===== config.mk =====
export PLATFORM = sky130hd
export DESIGN_NAME = vga_timing_ctrl
export DESIGN_NICKNAME = d
export VERILOG_FILES = /design/src/rtl/vga_timing_ctrl.sv
export SDC_FILE = /design/constraint.sdc
export NUM_CORES = 1
export LEC_CHECK = 0
export BUFFER_PORTS_ARGS = -buffer_cell sky130_fd_sc_hd__buf_2
export CAP_MARGIN = 20
export CORE_MARGIN = 5
export CORE_UTILIZATION = 30
export DETAILED_ROUTE_END_ITERATION = 12
export PLACE_DENSITY = 0.6
export SLEW_MARGIN = 20
export SYNTH_ARGS = -nofsm -noshare
export SYNTH_HDL_FRONTEND = slang
export SYNTH_SLANG_ARGS = --single-unit

===== constraint.sdc =====
create_clock -name iVGA_CLK -period 2.95 [get_ports iVGA_CLK]
set_clock_uncertainty 0.05 [all_clocks]
set_input_delay 0.295 -clock iVGA_CLK [delete_from_list [all_inputs] [get_ports iVGA_CLK]]
set_output_delay 0.295 -clock iVGA_CLK [all_outputs]
set_load 0.005 [all_outputs]

===== src/rtl/vga_timing_ctrl.sv =====
// VGA raster timing master: drives pixel coordinates to the renderer and
// delay-matches HS/VS/BLANK so they reach the DAC on the same clock as the RGB.
module vga_timing_ctrl #(
    parameter int unsigned H_ACTIVE = 640,
    parameter int unsigned H_FP     = 16,
    parameter int unsigned H_SYNC   = 96,
    parameter int unsigned H_BP     = 48,
    parameter int unsigned V_ACTIVE = 480,
    parameter int unsigned V_FP     = 10,
    parameter int unsigned V_SYNC   = 2,
    parameter int unsigned V_BP     = 33,
    parameter int unsigned PIX_LAT  = 1,
    parameter int unsigned SYNC_NEG = 1
) (
    input  logic       iVGA_CLK,
    input  logic       iRST_n,
    input  logic [9:0] iRed,
    input  logic [9:0] iGreen,
    input  logic [9:0] iBlue,
    output logic [9:0] oVGA_X,
    output logic [9:0] oVGA_Y,
    output logic [9:0] oVGA_R,
    output logic [9:0] oVGA_G,
    output logic [9:0] oVGA_B,
    output logic       oVGA_HS,
    output logic       oVGA_VS,
    output logic       oVGA_BLANK_n,
    output logic       oFrame_tick
);

    localparam int unsigned CNT_W   = 10;
    localparam int unsigned COL_W   = 10;
    localparam int unsigned H_TOTAL = H_ACTIVE + H_FP + H_SYNC + H_BP;
    localparam int unsigned V_TOTAL = V_ACTIVE + V_FP + V_SYNC + V_BP;
    localparam int unsigned H_SBEG  = H_ACTIVE + H_FP;
    localparam int unsigned H_SEND  = H_SBEG + H_SYNC;
    localparam int unsigned V_SBEG  = V_ACTIVE + V_FP;
    localparam int unsigned V_SEND  = V_SBEG + V_SYNC;

    localparam logic [CNT_W-1:0] hLast    = CNT_W'(H_TOTAL - 1);
    localparam logic [CNT_W-1:0] vLast    = CNT_W'(V_TOTAL - 1);
    localparam logic [CNT_W-1:0] hActEnd  = CNT_W'(H_ACTIVE);
    localparam logic [CNT_W-1:0] vActEnd  = CNT_W'(V_ACTIVE);
    localparam logic [CNT_W-1:0] hSyncBeg = CNT_W'(H_SBEG);
    localparam logic [CNT_W-1:0] hSyncEnd = CNT_W'(H_SEND);
    localparam logic [CNT_W-1:0] vSyncBeg = CNT_W'(V_SBEG);
    localparam logic [CNT_W-1:0] vSyncEnd = CNT_W'(V_SEND);
    localparam logic             syncInv  = 1'(SYNC_NEG);

    logic [CNT_W-1:0] hCnt;
    logic [CNT_W-1:0] vCnt;
    logic             hWrap;
    logic             rawAct;
    logic             rawHs;
    logic             rawVs;
    logic             frameStart;

    logic             actS0;
    logic             hsS0;
    logic             vsS0;
    logic [PIX_LAT-1:0] actPipe;
    logic [PIX_LAT-1:0] hsPipe;
    logic [PIX_LAT-1:0] vsPipe;
    logic             actDly;
    logic             hsDly;
    logic             vsDly;

    // Raster decode from the free-running counters
    always_comb begin
        hWrap      = (hCnt == hLast);
        rawAct     = (hCnt < hActEnd) && (vCnt < vActEnd);
        rawHs      = (hCnt >= hSyncBeg) && (hCnt < hSyncEnd);
        rawVs      = (vCnt >= vSyncBeg) && (vCnt < vSyncEnd);
        frameStart = (hCnt == '0) && (vCnt == vActEnd);
    end

    // Horizontal / vertical counters; v advances only on the h wrap
    always_ff @(posedge iVGA_CLK or negedge iRST_n) begin
        if (!iRST_n) begin
            hCnt <= '0;
            vCnt <= '0;
        end else if (hWrap) begin
            hCnt <= '0;
            vCnt <= (vCnt == vLast) ? '0 : vCnt + CNT_W'(1);
        end else begin
            hCnt <= hCnt + CNT_W'(1);
        end
    end

    // Coordinate request bus and undelayed frame tick
    always_ff @(posedge iVGA_CLK or negedge iRST_n) begin
        if (!iRST_n) begin
            oVGA_X      <= '0;
            oVGA_Y      <= '0;
            oFrame_tick <= 1'b0;
        end else begin
            oVGA_X      <= rawAct ? hCnt : '0;
            oVGA_Y      <= rawAct ? vCnt : '0;
            oFrame_tick <= frameStart;
        end
    end

    // Stage 0 capture plus PIX_LAT-deep shift to match renderer latency
    always_ff @(posedge iVGA_CLK or negedge iRST_n) begin
        if (!iRST_n) begin
            actS0   <= 1'b0;
            hsS0    <= 1'b0;
            vsS0    <= 1'b0;
            actPipe <= '0;
            hsPipe  <= '0;
            vsPipe  <= '0;
        end else begin
            actS0      <= rawAct;
            hsS0       <= rawHs;
            vsS0       <= rawVs;
            actPipe[0] <= actS0;
            hsPipe[0]  <= hsS0;
            vsPipe[0]  <= vsS0;
            for (int i = 1; i < int'(PIX_LAT); i++) begin
                actPipe[i] <= actPipe[i-1];
                hsPipe[i]  <= hsPipe[i-1];
                vsPipe[i]  <= vsPipe[i-1];
            end
        end
    end

    always_comb begin
        actDly = actPipe[PIX_LAT-1];
        hsDly  = hsPipe[PIX_LAT-1];
        vsDly  = vsPipe[PIX_LAT-1];
    end

    // DAC output register; blanking forces colour to black
    always_ff @(posedge iVGA_CLK or negedge iRST_n) begin
        if (!iRST_n) begin
            oVGA_R       <= '0;
            oVGA_G       <= '0;
            oVGA_B       <= '0;
            oVGA_BLANK_n <= 1'b0;
            oVGA_HS      <= syncInv;
            oVGA_VS      <= syncInv;
        end else begin
            oVGA_R       <= actDly ? iRed   : COL_W'(0);
            oVGA_G       <= actDly ? iGreen : COL_W'(0);
            oVGA_B       <= actDly ? iBlue  : COL_W'(0);
            oVGA_BLANK_n <= actDly;
            oVGA_HS      <= hsDly ^ syncInv;
            oVGA_VS      <= vsDly ^ syncInv;
        end
    end

endmodule


==> run_results.csv, run 1 <==
group,metric,value,unit
logic_synthesis,synth.top_cell.area_share,0.673,
clock_tree,clock_sinks,80,
logic_synthesis,synth_cells,221,
hold_path,hold_depth,2,
layout,syn2layout_area_growth,27.3,%
floorplanning,die_y,108,µm
logic_synthesis,synth_edf_count,0,
drt,dr.pass1.iters,4,
clock_tree,cts.clk_slew.worst_paths,0.09,ns
setup_path,ff2ff_setup_slack,0.69,ns
sta,finalSetupViolCount,0,
setup_path,crit_type,"reg2reg",
placement,place.gp.congestion,0.710,
setup_path,arrival,2.46,ns
layout,drive_gt1_frac,0.348,
sta,tightest_slew,0.730,ns
logic_synthesis,syn_area,2900,µm²
job,cap_violations,0,
sta,maxSlewHeadroom,0.506,
drt,wl_per_cell,13.2,µm
setup_path,required,3.15,ns
logic_synthesis,async_reset_ff_frac,1.00,
logic_synthesis,synth_fp_nets,257,
sta,min_period_over_period,0.765,
logic_synthesis,ys_types,39,
drt,wl,5870,µm
drt,vias_per_cell,4.26,
sta,hold_viol,0,
logic_synthesis,syn_avg_cell_area,13.1,µm²
logic_synthesis,ys_ff_latch,80,
global_route,grt_max_degree,81,
layout,fillCellCount,887,
drt,post-route-drc-count,0,
drt,vias,1896,
hold_path,holdCritStartpoint,"iGreen[3]",
floorplanning,core_area,9330,µm²
clock_tree,ctsResizeCount,0,
setup_path,reg2regPathDepth,4,
logic_synthesis,ys.flop_type,"dfrtp_1",
clock_tree,cts_tree,"done",
placement,dp_hpwl,4070,µm
layout,antenna_cells,0,
sta,setup_ws,0.694,ns
floorplanning,rows,35,
setup_path,r2r-start,"hCnt[7]",
clock_tree,insertion_delay,0.35,ns
global_route,antenna_found_initial,0,
global_route,grt_usage,0.101,
floorplanning,initial_utilization,0.311,
clock_tree,htreeDepth,3,
sta,max_freq,443,MHz
drt,final_antenna_net_count,0,
sta,setup-tns-final,0,ns
logic_synthesis,synth_area_leaders,"dfrtp_1 (67%), and2_1 (10%), dfstp_2 (1.8%), xnor2_1 (1.8%), ha_1 (1.7%)",
global_route,overflow,0,
logic_synthesis,yosys.area.top_type,"dfrtp_1",
layout,fin_area,3690,µm²
clock_tree,cts_setup_buffers,0,
setup_path,path_max_fanout,7,
setup_path,critPathCaptureType,"flop",
global_route,grt_pass1_wl,9230,µm
power_and_ir_drop,power.density,564,nW/µm²
floorplanning,fp.dieW,108,µm
placement,port-buffer-count,85,
power_and_ir_drop,vdd_ir_drop_max,177,µV
placement,placed_cell_area,3460,µm²
floorplanning,ios,86,
setup_path,r2r-end,"vCnt[9]",
drt,first_iter_violations,123,
clock_tree,clk_path_buf_depth,2,
global_route,grt_pass1_vias,1859,
logic_synthesis,ys_seq_area_frac,0.691,
hold_path,hold_end,"oVGA_G[3]",
sta,period_needed,2.26,ns
power_and_ir_drop,leakage,0.00185,µW
logic_synthesis,ys_warn_count,0,
sta,rsz0062_at_grt,"false",
status,status,"completed",
placement,dp_slack,0.695,ns
floorplanning,dieArea,11700,µm²
sta,whs,0.103,ns
clock_tree,clock-root-buffer,"clkbuf_8",
sta,slew_viol_final,0,
setup_path,start_kind,"flop",
clock_tree,cts_buffers,9,
layout,final_nets,347,
hold_path,worst_hold_path_type,"in2reg",
## worst max-delay path by stage
stage	start	endpoint	slack, ns	cells past startpoint
after floorplan	hCnt[7]	vCnt[9]	0.82	5
after global placement	hCnt[7]	vCnt[9]	0.79	4
after detailed placement	hCnt[7]	vCnt[9]	0.69	4
after CTS	hCnt[7]	vCnt[9]	0.69	4
after global routing	hCnt[7]	vCnt[4]	0.56	5
final	hCnt[7]	vCnt[9]	0.69	4
## stage by stage
step	util	power, µW	cells
6_report	0.396	2080	445
5_1_grt	0.396	2170	445
4_1_cts	0.394	2110	444
3_5_place_dp	0.371	1230	428
3_3_place_gp	0.371	1230	428
2_1_floorplan	-	1160	221
## state kept, by name, summed over array words and instances, names as in the netlist, 10 cells and up
signal  count
oVGA_G     10
oVGA_Y     10
vCnt       10
hCnt       10
oVGA_X     10
oVGA_B     10
oVGA_R     10
## per-layer routing
layer	part of all wire	global-route usage	vias to the layer above
met3	0.094	0.0316	10
met5	0	0	-
met4	0.022	0.0541	0
li1	-	-	903
met1	0.44	0.124	907
met2	0.44	0.159	76
## where the power goes
group | total [µW] | internal, µW | switching [µW]
Clock | 878 | 478 | 400
Combinational | 81.9 | 40.3 | 41.5
Sequential | 1120 | 1120 | 4.85
## layout by cell type (no fill, tap or decap), drive strengths merged, types with 3 or more instances in the layout
cell    instances
and3            6
nor4            3
nor2            7
dfrtp          78
clkbuf          9
and4            3
nor3            5
buf            86
inv             8
nand2           8
ha              4
and2           49
xor2            4
o21ai           3
nand4           4
xnor2           6
clkinv          3
nand3           5
## kinds of logic (layout without fill, tap and decap cells)
logic type,count (synthesis),count (layout),share of synthesized area
and+or+nand+nor,98,98,0.204
DFF,80,80,0.691
muxes,2,2,0.00777
AOI/OAI and AO/OA,12,12,0.0281
buffers and inverters,14,109,0.0199
adders and majority gates,4,4,0.0173
xor gates and xnor gates,10,10,0.0302
other,1,1,0.00129
## worst max-delay path, stage by stage, from the launching register on
cell and delay, ns:
dfrtp_1 0.46, or4b_4 0.57, or3_1 0.40, or4_1 0.49, a22oi_1 0.19
## cell usage after synthesis (2+ instances only)
cell type / number
nor3_1: 5
xor2_1: 4
dfstp_2: 2
nand4_1: 4
ha_1: 4
nor2_1: 7
nand3_1: 5
xnor2_1: 6
and3_1: 6
clkbuf_1: 6
and2_1: 48
a21oi_1: 2
nand2_1: 8
inv_1: 6
nor4_1: 3
dfrtp_1: 78
mux2_2: 2
o21ai_0: 3
and4_1: 2
## timing repair
item,in CTS,in global routing
endpoints found under the setup margin,0,0
hold buffers,0,1
hold endpoints to repair,0,20
## area by class of cell
type / count / area [µm²] / share of cell area
multi-input combinational: 127 / 837 / 0.227
clock buffer: 9 / 124 / 0.0336
sequential: 80 / 2000 / 0.543
clock inverter: 7 / 92.6 / 0.0251
tap: 129 / 161 / 0.0437
timing repair buffer: 87 / 449 / 0.122
inverter: 6 / 22.5 / 0.00610
No activity file was read; power rests on OpenSTA's default activity.
==> run 2, diff against run 1 <==
ABC_AREA = 1   (was default)
clock period = 2.3 ns   (was 2.95 ns; I/O delays follow)
==> run 2 against run 1 <==
  * Sequential share of layout area is 2.4 points lower
  * Area after synthesis grew 5.6%
  * Critical path depth grew 3
  * Cell count grew 22%
  * Sequential cell count unchanged
  * Largest power group unchanged
  * Die area increased by 5.1%
  * Non-clock buffer count unchanged
  * Utilization decreased by 0.42 points
==> run_results.csv, run 2 <==
group,metric,value,unit
setup_path,reg2regPathDepth,7,
sta,slew_viol_final,0,
layout,final_util,0.392,
job,cap_violations,0,
layout,fin_area,3860,µm²
clock_tree,clock_sinks,80,
power_and_ir_drop,vdd_ir_drop_max,294,µV
layout,drive_gt1_frac,0.276,
sta,period_needed,1.51,ns
logic_synthesis,synth.top_cell.area_share,0.638,
floorplanning,fp.dieW,111,µm
clock_tree,cts_setup_buffers,0,
logic_synthesis,synth_common_cells,"dfrtp_1 (78), inv_1 (64), nand2_1 (58)",
setup_path,arrival,1.68,ns
logic_synthesis,synth_area_leaders,"dfrtp_1 (64%), inv_1 (7.8%), nand2_1 (7.1%), nor2_1 (5.8%), dfstp_2 (1.7%)",
floorplanning,core_area,9860,µm²
sta,max_freq,662,MHz
setup_path,required,2.47,ns
setup_path,path_max_fanout,5,
layout,syn2layout_area_growth,26.2,%
clock_tree,cts_buffers,9,
layout,final_nets,440,
drt,wl_per_cell,11.7,µm
setup_path,cp_common_cell,"inv_1",
setup_path,cp.depth,7,
drt,final_antenna_net_count,0,
sta,rsz0062_at_grt,"false",
clock_tree,cts.clk_slew.worst_paths,0.08,ns
clock_tree,clock-root-buffer,"clkbuf_8",
power_and_ir_drop,total_power,2670,µW
sta,maxSlewHeadroom,0.396,
setup_path,critPathBufInv,2,
logic_synthesis,ys_ff_latch,80,
logic_synthesis,ys_types,25,
sta,tightest_slew,0.906,ns
setup_path,slowest_delay,0.41,ns
global_route,grt_pass1_vias,2247,
setup_path,start_kind,"flop",
sta,min_period_over_period,0.657,
logic_synthesis,yosys.area.top_type,"dfrtp_1",
floorplanning,die_y,111,µm
clock_tree,insertion_delay,0.34,ns
clock_tree,clk_path_buf_depth,2,
placement,dp_hpwl,4630,µm
status,status,"completed",
logic_synthesis,synth_edf_count,0,
drt,post-route-drc-count,0,
power_and_ir_drop,leakage,0.00215,µW
floorplanning,ios,86,
layout,antenna_cells,0,
floorplanning,initial_utilization,0.310,
logic_synthesis,synth_cells,313,
hold_path,hold_depth,3,
floorplanning,rows,36,
logic_synthesis,ys_warn_count,0,
placement,port-buffer-count,85,
setup_path,crit_type,"reg2reg",
clock_tree,htreeDepth,3,
placement,place.gp.congestion,0.853,
logic_synthesis,async_reset_ff_frac,1.00,
logic_synthesis,syn_area,3060,µm²
sta,setup-tns-final,0,ns
power_and_ir_drop,power.density,692,nW/µm²
logic_synthesis,yosysMostFrequentCell,"dfrtp_1",
drt,dr.pass1.iters,4,
sta,hold_viol,0,
global_route,grt_usage,0.106,
sta,finalSetupViolCount,0,
setup_path,cp_top_family,"simple AND/OR/NAND/NOR gates",
logic_synthesis,syn_avg_cell_area,9.78,µm²
layout,layout_commonest_cell,"buf_2",
logic_synthesis,synth_fp_nets,349,
logic_synthesis,ys.flop_type,"dfrtp_1",
logic_synthesis,ys_seq_area_frac,0.655,
floorplanning,dieArea,12300,µm²
hold_path,holdCritStartpoint,"iGreen[3]",
global_route,overflow,0,
global_route,grt_max_degree,50,
setup_path,critPathCaptureType,"flop",
drt,wl,6330,µm
global_route,antenna_found_initial,0,
placement,placed_cell_area,3630,µm²
drt,vias,2223,
global_route,grt_pass1_wl,10700,µm
drt,first_iter_violations,154,
setup_path,cpMaxStageDelayCell,"dfrtp_1",
setup_path,r2r-start,"vCnt[0]",
setup_path,critPathLaunch,"vCnt[0]",
hold_path,worst_hold_path_type,"in2reg",
drt,vias_per_cell,4.10,
clock_tree,cts_tree,"done",
setup_path,crit_chain,"inv_1 > ha_1 > inv_1 > nor2_1 > nand4_1 > nand3_1 > o21ai_0",
layout,final_cell_mix,"buf_2 (84), dfrtp_1 (78), inv_1 (64), nand2_1 (58), nor2_1 (47)",
-- run 2: repair_timing --
item,CTS,global route
hold buffers,1,0
hold endpoints to repair,31,0
resized for setup,0,0
endpoints found under the setup margin,0,0
-- run 2: where the power goes --
| group | internal [µW] | switching, µW |
|---|---|---|
| Clock | 617 | 504 |
| Sequential | 1430 | 6.54 |
| Combinational | 50.8 | 62.3 |
-- run 2: logic make-up (layout without fill, tap and decap cells) --
group / after synthesis / after routing / synth area share
AO/OA/AOI/OAI: 14 / 14 / 0.0241
XOR/XNOR: 5 / 5 / 0.0143
adder cells (fa/ha/maj): 4 / 4 / 0.0163
buffers and inverters: 72 / 168 / 0.0940
flip-flops: 80 / 80 / 0.655
other: 1 / 1 / 0.00122
AND/OR/NAND/NOR: 137 / 137 / 0.195
-- run 2: final cells by class --
cell class / count / area (µm²)
well taps: 133 / 166
multi-input cells: 161 / 769
repair buffers: 87 / 458
clock buffers: 10 / 128
inverters: 65 / 244
clock inverters: 6 / 92.6
flip-flops and latches: 80 / 2000
fillers: 973 / 6000
-- run 2: layer usage --
metal,part of all wire,track usage,up-vias
met5,0,0,-
met4,0.011,0.0341,0
met3,0.093,0.0448,7
met2,0.46,0.171,81
met1,0.43,0.128,1025
li1,-,-,1110
-- run 2: path summary, 6_finish.rpt --
kind / end / slack (ns)
setup / recovery: vCnt[2] / 0.79
hold / removal: oVGA_G[3] / 0.02
setup reg to reg: vCnt[2] / 0.79
hold reg to reg: hsDly / 0.30
max in group asynchronous: oVGA_HS / 1.24
min in group asynchronous: oVGA_G[6] / 0.31
-- run 2: worst register-to-register path: stages, from the launching register on --
cell and delay (ns):
dfrtp_1 0.41, inv_1 0.14, ha_1 0.20, inv_1 0.05, nor2_1 0.10, nand4_1 0.22, nand3_1 0.15, o21ai_0 0.09
-- run 2: stage by stage --
stage	hold slack [ns]	worst slack, ns	cells
after floorplan	-0.116	0.991	313
after global placement	0.153	0.835	525
after detailed placement	0.153	0.806	525
after CTS	0.0103	0.790	542
after global routing	0.00583	0.634	542
final	0.0227	0.790	542
